===== src/rtl/opb_register_simulink2ppc_sync_if.sv =====
// OPB bus bundle between a PowerPC-side master and the simulink2ppc slave.
// The vectors use OPB big-endian numbering: bit 0 is the MSB.
`timescale 1ns/1ps
interface opb_register_simulink2ppc_sync_if;
  logic [0:31] OPB_ABus;
  logic [0:3]  OPB_BE;
  logic [0:31] OPB_DBus;
  logic        OPB_RNW;
  logic        OPB_select;
  logic        OPB_seqAddr;
  logic [0:31] Sl_DBus;
  logic        Sl_xferAck;
  logic        Sl_errAck;
  logic        Sl_retry;
  logic        Sl_toutSup;

  modport master (
    output OPB_ABus, OPB_BE, OPB_DBus, OPB_RNW, OPB_select, OPB_seqAddr,
    input  Sl_DBus, Sl_xferAck, Sl_errAck, Sl_retry, Sl_toutSup
  );

  modport slave (
    input  OPB_ABus, OPB_BE, OPB_DBus, OPB_RNW, OPB_select, OPB_seqAddr,
    output Sl_DBus, Sl_xferAck, Sl_errAck, Sl_retry, Sl_toutSup
  );
endinterface


===== src/rtl/opb_register_simulink2ppc_sync.sv =====
// OPB slave exposing the newest fabric word to software, with NEW/OVERRUN flags,
// a 16-bit update counter and a read-acknowledge pulse back to the fabric.
`timescale 1ns/1ps
module opb_register_simulink2ppc_sync #(
  parameter logic [31:0] C_BASEADDR   = 32'h0100_0300,
  parameter logic [31:0] C_HIGHADDR   = 32'h0100_03FF,
  parameter int          C_OPB_AWIDTH = 32,
  parameter int          C_OPB_DWIDTH = 32,
  parameter logic [55:0] C_FAMILY     = "virtex6"
) (
  input  logic                                 OPB_Clk,
  input  logic                                 OPB_Rst_n,
  opb_register_simulink2ppc_sync_if.slave      opb,
  input  logic [31:0]                          user_data_in,
  input  logic                                 user_data_valid,
  output logic                                 user_data_ack
);

  localparam logic [1:0] S_IDLE = 2'd0;
  localparam logic [1:0] S_ACK  = 2'd1;
  localparam logic [1:0] S_WAIT = 2'd2;

  localparam logic [1:0] IDX_DATA   = 2'd0;
  localparam logic [1:0] IDX_STATUS = 2'd1;
  localparam logic [1:0] IDX_CTRL   = 2'd2;

  logic [1:0]  rst_sync_q, rst_sync_d;
  logic        rst_int_n;

  logic [1:0]  state_q, state_d;
  logic [1:0]  idx_q, idx_d;
  logic        rnw_q, rnw_d;
  logic        clr_q, clr_d;
  logic [31:0] data_q, data_d;
  logic        new_q, new_d;
  logic        overrun_q, overrun_d;
  logic [15:0] count_q, count_d;
  logic        xfer_ack_q, xfer_ack_d;
  logic [31:0] dbus_q, dbus_d;
  logic        uack_q, uack_d;

  logic        hit_s;
  logic        rd_data_s;
  logic        ctrl_clr_s;
  logic        ovr_base_s;
  logic [15:0] cnt_base_s;
  logic [31:0] status_d_s;
  logic        unused_s;

  // Reset assertion is immediate; release reaches the core after two clock edges.
  assign rst_sync_d = {rst_sync_q[0], 1'b1};
  assign rst_int_n  = rst_sync_q[1];

  always_ff @(posedge OPB_Clk or negedge OPB_Rst_n) begin
    if (!OPB_Rst_n) begin
      rst_sync_q <= 2'b00;
    end else begin
      rst_sync_q <= rst_sync_d;
    end
  end

  assign hit_s = opb.OPB_select &&
                 (opb.OPB_ABus >= C_BASEADDR) && (opb.OPB_ABus <= C_HIGHADDR);

  assign rd_data_s  = (state_q == S_ACK) && rnw_q && (idx_q == IDX_DATA);
  assign ctrl_clr_s = (state_q == S_ACK) && !rnw_q && (idx_q == IDX_CTRL) && clr_q;
  assign ovr_base_s = ctrl_clr_s ? 1'b0 : overrun_q;
  assign cnt_base_s = ctrl_clr_s ? 16'd0 : count_q;

  // A CTRL clear lands before a same-cycle capture, so the capture counts as the first update.
  always_comb begin
    data_d    = data_q;
    new_d     = new_q;
    overrun_d = overrun_q;
    count_d   = count_q;
    if (user_data_valid) begin
      data_d    = user_data_in;
      new_d     = 1'b1;
      count_d   = cnt_base_s + 16'd1;
      overrun_d = ovr_base_s | (new_q & ~rd_data_s & ~ctrl_clr_s);
    end else begin
      data_d    = data_q;
      new_d     = rd_data_s ? 1'b0 : new_q;
      count_d   = cnt_base_s;
      overrun_d = ovr_base_s;
    end
  end

  assign status_d_s = {count_d, 14'd0, overrun_d, new_d};

  // Read data is taken from the register values that will hold during the ACK cycle.
  always_comb begin
    state_d    = state_q;
    idx_d      = idx_q;
    rnw_d      = rnw_q;
    clr_d      = clr_q;
    xfer_ack_d = 1'b0;
    dbus_d     = 32'd0;
    uack_d     = 1'b0;
    case (state_q)
      S_IDLE: begin
        if (hit_s) begin
          state_d    = S_ACK;
          idx_d      = opb.OPB_ABus[28:29];
          rnw_d      = opb.OPB_RNW;
          clr_d      = opb.OPB_BE[3] & opb.OPB_DBus[31];
          xfer_ack_d = 1'b1;
          if (opb.OPB_RNW) begin
            case (opb.OPB_ABus[28:29])
              IDX_DATA:   dbus_d = data_d;
              IDX_STATUS: dbus_d = status_d_s;
              default:    dbus_d = 32'd0;
            endcase
            uack_d = (opb.OPB_ABus[28:29] == IDX_DATA);
          end else begin
            dbus_d = 32'd0;
            uack_d = 1'b0;
          end
        end else begin
          state_d = S_IDLE;
        end
      end
      S_ACK: begin
        state_d = S_WAIT;
      end
      S_WAIT: begin
        if (!opb.OPB_select) begin
          state_d = S_IDLE;
        end else begin
          state_d = S_WAIT;
        end
      end
      default: begin
        state_d = S_IDLE;
      end
    endcase
  end

  always_ff @(posedge OPB_Clk or negedge rst_int_n) begin
    if (!rst_int_n) begin
      state_q    <= S_IDLE;
      idx_q      <= 2'd0;
      rnw_q      <= 1'b0;
      clr_q      <= 1'b0;
      data_q     <= 32'd0;
      new_q      <= 1'b0;
      overrun_q  <= 1'b0;
      count_q    <= 16'd0;
      xfer_ack_q <= 1'b0;
      dbus_q     <= 32'd0;
      uack_q     <= 1'b0;
    end else begin
      state_q    <= state_d;
      idx_q      <= idx_d;
      rnw_q      <= rnw_d;
      clr_q      <= clr_d;
      data_q     <= data_d;
      new_q      <= new_d;
      overrun_q  <= overrun_d;
      count_q    <= count_d;
      xfer_ack_q <= xfer_ack_d;
      dbus_q     <= dbus_d;
      uack_q     <= uack_d;
    end
  end

  assign opb.Sl_DBus    = dbus_q;
  assign opb.Sl_xferAck = xfer_ack_q;
  assign opb.Sl_errAck  = 1'b0;
  assign opb.Sl_retry   = 1'b0;
  assign opb.Sl_toutSup = 1'b0;
  assign user_data_ack  = uack_q;

  assign unused_s = ^{opb.OPB_seqAddr, opb.OPB_BE[0:2], opb.OPB_DBus[0:30],
                      ^C_FAMILY, C_OPB_AWIDTH[0], C_OPB_DWIDTH[0]};

endmodule


===== src/flat_wrapper.sv =====
// flat-port wrapper written by rule: the top's interface ports become plain ports
module opb_register_simulink2ppc_sync_flat 
#(
  parameter logic [31:0] C_BASEADDR   = 32'h0100_0300,
  parameter logic [31:0] C_HIGHADDR   = 32'h0100_03FF,
  parameter int          C_OPB_AWIDTH = 32,
  parameter int          C_OPB_DWIDTH = 32,
  parameter logic [55:0] C_FAMILY     = "       "
)
  (OPB_Clk, OPB_Rst_n, user_data_in, user_data_valid, user_data_ack, opb_OPB_ABus, opb_OPB_BE, opb_OPB_DBus, opb_OPB_RNW, opb_OPB_select, opb_OPB_seqAddr, opb_Sl_DBus, opb_Sl_xferAck, opb_Sl_errAck, opb_Sl_retry, opb_Sl_toutSup);
  opb_register_simulink2ppc_sync_if opb_i ();
  input  logic OPB_Clk;
  input  logic OPB_Rst_n;
  input  logic [31:0] user_data_in;
  input  logic user_data_valid;
  output logic user_data_ack;
  input wire logic [$bits(opb_i.OPB_ABus)-1:0] opb_OPB_ABus;
  input wire logic [$bits(opb_i.OPB_BE)-1:0] opb_OPB_BE;
  input wire logic [$bits(opb_i.OPB_DBus)-1:0] opb_OPB_DBus;
  input wire logic [$bits(opb_i.OPB_RNW)-1:0] opb_OPB_RNW;
  input wire logic [$bits(opb_i.OPB_select)-1:0] opb_OPB_select;
  input wire logic [$bits(opb_i.OPB_seqAddr)-1:0] opb_OPB_seqAddr;
  output wire logic [$bits(opb_i.Sl_DBus)-1:0] opb_Sl_DBus;
  output wire logic [$bits(opb_i.Sl_xferAck)-1:0] opb_Sl_xferAck;
  output wire logic [$bits(opb_i.Sl_errAck)-1:0] opb_Sl_errAck;
  output wire logic [$bits(opb_i.Sl_retry)-1:0] opb_Sl_retry;
  output wire logic [$bits(opb_i.Sl_toutSup)-1:0] opb_Sl_toutSup;
  assign opb_i.OPB_ABus = opb_OPB_ABus;
  assign opb_i.OPB_BE = opb_OPB_BE;
  assign opb_i.OPB_DBus = opb_OPB_DBus;
  assign opb_i.OPB_RNW = opb_OPB_RNW;
  assign opb_i.OPB_select = opb_OPB_select;
  assign opb_i.OPB_seqAddr = opb_OPB_seqAddr;
  assign opb_Sl_DBus = opb_i.Sl_DBus;
  assign opb_Sl_xferAck = opb_i.Sl_xferAck;
  assign opb_Sl_errAck = opb_i.Sl_errAck;
  assign opb_Sl_retry = opb_i.Sl_retry;
  assign opb_Sl_toutSup = opb_i.Sl_toutSup;
  opb_register_simulink2ppc_sync #(.C_BASEADDR(C_BASEADDR), .C_HIGHADDR(C_HIGHADDR), .C_OPB_AWIDTH(C_OPB_AWIDTH), .C_OPB_DWIDTH(C_OPB_DWIDTH), .C_FAMILY(C_FAMILY)) u_core (.OPB_Clk(OPB_Clk), .OPB_Rst_n(OPB_Rst_n), .opb(opb_i), .user_data_in(user_data_in), .user_data_valid(user_data_valid), .user_data_ack(user_data_ack));
endmodule

===== config.mk =====
export PLATFORM = sky130hd
export DESIGN_NAME = opb_register_simulink2ppc_sync_flat
export DESIGN_NICKNAME = d
export VERILOG_FILES = /design/src/rtl/opb_register_simulink2ppc_sync_if.sv /design/src/rtl/opb_register_simulink2ppc_sync.sv /design/src/flat_wrapper.sv
export SDC_FILE = /design/constraint.sdc
export NUM_CORES = 1
export LEC_CHECK = 0
export ABC_AREA = 0
export BUFFER_PORTS_ARGS = -buffer_cell sky130_fd_sc_hd__buf_2
export CAP_MARGIN = 10
export CORE_MARGIN = 1
export CORE_UTILIZATION = 34
export CTS_BUF_LIST = sky130_fd_sc_hd__clkbuf_2 sky130_fd_sc_hd__clkbuf_4 sky130_fd_sc_hd__clkbuf_8
export DETAILED_ROUTE_END_ITERATION = 8
export HOLD_SLACK_MARGIN = 0.06
export PLACE_DENSITY = 0.67
export SETUP_SLACK_MARGIN = 0.2
export SLEW_MARGIN = 30
export SYNTH_ARGS = -nofsm -noshare
export SYNTH_HDL_FRONTEND = slang
export SYNTH_SLANG_ARGS = --single-unit

===== constraint.sdc =====
create_clock -name OPB_Clk -period 3 [get_ports OPB_Clk]
set_input_delay 0.6 -clock OPB_Clk [delete_from_list [all_inputs] [get_ports OPB_Clk]]
set_output_delay 0.6 -clock OPB_Clk [all_outputs]
set_load 0.02 [all_outputs]

==> run summary <==
status: finished, final reports clean
max cap viols: 0
Worst setup SP type: flop
DR WL/cell: 14.75 um
std cell rows: 38
hold buffers post-CTS: 1
die width: 108.0 um
Worst EP arrival: 2.78 ns
Peak Freq: 396.6 MHz
max_slew headroom: 52.79%
I/O pins: 143
clk root buf: clkbuf_8
first-pass GRT wire length: 13.61 mm
mean area per synthesized cell: 12.20 sq um
Clock Path Buffers: 2
total track usage: 15.36%
Worst EP required: 3.26 ns
CTS tree: built
via/cell ratio: 5.031
Clk pin slew, worst setup/hold paths: 0.09 ns
grt total ovfl: 0
Lkg Pwr: 2.207 nW
nets: 517
die area: 11660 sq um
Critical Path Start: u_core.state_q[1]
Mapped Cells: 313
Final period util: 84.06%
Vias: 2792
# clock sinks: 91
postcts setup bufs: 0
Cell Area, Synth: 3820 sq um
Seq. cell area: 2281 sq um
core region area: 10890 sq um
Initial Util: 35.08%
Final Skew: 0.009139 ns
DR DRC count: 0
synth warn: 0
critical path class: flop to flop
area of the multi-input gates: 1425 sq um
Min-Delay Path Class: flop to async pin
#FFs+latches synth: 91
initial DRC count: 58
crit path time final: 2.522 ns
Slew @ Worst Pin: 0.7056 ns
Worst setup EP type: flop
H-tree Lvls: 3
reg2reg setup slack: 0.48 ns
hold_ws: 0.3302 ns
initial antenna violation count: 0
Final Slew Violations: 0
filler instances: 1027
pin count of the biggest net entering global routing: 48
PwrDens: 535.9 nW/um^2
vias in the first global route: 2873
antenna viol nets, final: 0
final WL: 8.189 mm
end of the worst register-to-register path: u_core.opb.Sl_DBus[5]
detailed placement HPWL: 5.740 mm
reg2reg start: u_core.state_q[1]
R2R depth: 8
RSZ-0062 raised after global routing: false
total CTS buffers: 9
final setup vio count: 0
post-CTS sizing: 0
distinct cell type count after synthesis: 48
port bufs: 98
critical-path maximum fanout: 7
Setup TNS: 0 ns
worst skew pair latency: 0.36 ns
drt pass-1 iters: 4
gp weighted congestion: 0.8079
number of diodes: 0
P&R area growth vs syn: 22.04%
share of cells above drive strength 1: 40.00%
Die Ht: 108.0 um
Final Hold Vio Count: 0
Worst VDD drop: 0.0002096 V
Seq/Total Area, Yosys: 59.61%
## per-stage QoR
stage | cells | util, % | power (W) | setup WS [ns] | instance area, sq um
2_1_floorplan | 315 | - | 0.001629 | 0.2776 | 3827
3_5_place_dp | 538 | 41.03 | 0.001748 | 0.5065 | 4467
4_1_cts | 555 | 42.82 | 0.002532 | 0.4788 | 4662
6_report | 555 | 42.82 | 0.002498 | 0.4783 | 4662
3_3_place_gp | 537 | 40.77 | 0.001728 | 0.5359 | 4439
5_1_grt | 555 | 42.82 | 0.002648 | 0.2911 | 4662
## kinds of logic (layout without fill, tap and decap cells)
| logic type | count (synthesis) | count (layout) | share of synthesized area (%) |
|---|---|---|---|
| fa+ha+maj | 1 | 1 | 0.3275 |
| simple gates | 105 | 105 | 16.57 |
| xor+xnor | 7 | 7 | 1.605 |
| mux | 35 | 35 | 10.32 |
| buf+inv | 29 | 129 | 3.275 |
| compound gates | 43 | 43 | 8.091 |
| flops | 91 | 91 | 59.61 |
| other cells | 2 | 4 | 0.1966 |
## critical path, stage by stage, from the launching register on
cell	delay (ns)
dfrtp_1	0.42
or3b_1	0.46
or2_2	0.33
and2_1	0.16
ha_1	0.25
nand2_1	0.25
o31a_2	0.19
o21ai_0	0.10
a211oi_1	0.25
## how the worst max path moves through the flow
stage / to / slack [ns] / depth (start not counted)
global route: u_core.opb.Sl_DBus[5] / 0.29 / 8
global placement: u_core.opb.Sl_DBus[5] / 0.54 / 8
finish: u_core.opb.Sl_DBus[5] / 0.48 / 8
detailed placement: u_core.opb.Sl_DBus[5] / 0.51 / 8
CTS: u_core.opb.Sl_DBus[5] / 0.48 / 8
floorplan: u_core.clr_q / 0.28 / 0
## cells in the mapped netlist, drive strengths merged
cell type | n | area, sq um
mux2 | 35 | 394.1
xnor2 | 4 | 35.03
nand3 | 5 | 25.02
o21ai | 8 | 40.04
nor2b | 1 | 6.260
o31ai | 1 | 7.510
and2 | 1 | 6.260
a2111oi | 1 | 8.760
nand4 | 9 | 77.57
nor4b | 3 | 26.28
nand3b | 2 | 15.01
conb | 2 | 7.510
a211oi | 4 | 30.03
nand4b | 4 | 35.03
xor2 | 3 | 26.28
nor3 | 6 | 30.03
a311oi | 3 | 26.28
or3b | 2 | 17.52
nand2b | 2 | 12.51
nand2 | 14 | 52.55
o2111a | 2 | 22.52
or3 | 2 | 13.77
a21o | 1 | 8.760
or4 | 2 | 18.77
ha | 1 | 12.51
clkbuf | 12 | 45.04
o211ai | 4 | 30.03
buf | 9 | 50.04
nor2 | 21 | 78.83
a21oi | 5 | 25.02
o31a | 5 | 46.30
inv | 8 | 30.03
and4 | 2 | 18.77
dfrtp | 91 | 2277
and3 | 3 | 18.77
o21a | 6 | 45.04
nor3b | 14 | 105.1
or2 | 2 | 12.51
a31oi | 3 | 18.77
nor4 | 10 | 62.56
## final cells by class
type / instances / area share [%]
sequential: 91 / 48.93
multi-input combinational: 195 / 30.57
timing repair buffer: 105 / 12.13
tap: 140 / 3.757
clock buffer: 10 / 2.952
clock inverter: 6 / 1.020
inverter: 8 / 0.6441
## placed cells by master (no fill, tap or decap), types with 3 or more instances in the layout
cell	netlist	final
a21oi_1	5	5
xnor2_1	4	4
a211oi_1	4	4
inv_6	0	3
conb_1	2	4
nor2_1	21	21
a311oi_1	3	3
nor4_1	10	10
and3_1	3	3
buf_2	1	98
nor4b_1	3	3
nand2_1	14	14
nand4b_1	4	4
nand3_1	5	5
xor2_1	3	3
o21a_1	6	6
nand4_1	7	7
nor3_1	6	6
inv_1	8	8
nor3b_1	14	14
buf_4	4	5
o31a_1	3	3
clkbuf_8	0	10
mux2_2	35	35
o21ai_0	8	8
dfrtp_1	91	90
a31oi_1	3	3
o211ai_1	4	4
## per-layer routing
metal	vias up	track usage [%]	part of all wire, %	wire length (um)
met5	-	0	0	0
met4	0	5.773	1.4	115
met3	10	4.400	6.5	529
met2	104	26.39	50	4089
met1	1357	18.15	42	3455
li1	1321	-	-	-
## where the power goes
| group | internal, W | total (W) | switching [W] |
|---|---|---|---|
| clock network | 0.000333 | 0.000777 | 0.000445 |
| logic | 0.000154 | 0.000327 | 0.000174 |
| registers | 0.00131 | 0.00139 | 0.0000814 |
## flip-flops by register name, summed over array words and instances, names as in the netlist
| register | count |
|---|---|
| u_core.clr_q | 1 |
| u_core.count_q | 16 |
| u_core.data_q | 32 |
| u_core.idx_q | 2 |
| u_core.new_q | 1 |
| u_core.opb.Sl_DBus | 32 |
| u_core.opb.Sl_xferAck | 1 |
| u_core.overrun_q | 1 |
| u_core.rnw_q | 1 |
| u_core.rst_sync_q | 2 |
| u_core.state_q | 1 |
| u_core.user_data_ack | 1 |
Note: power is estimated with default switching activity, not from simulation.
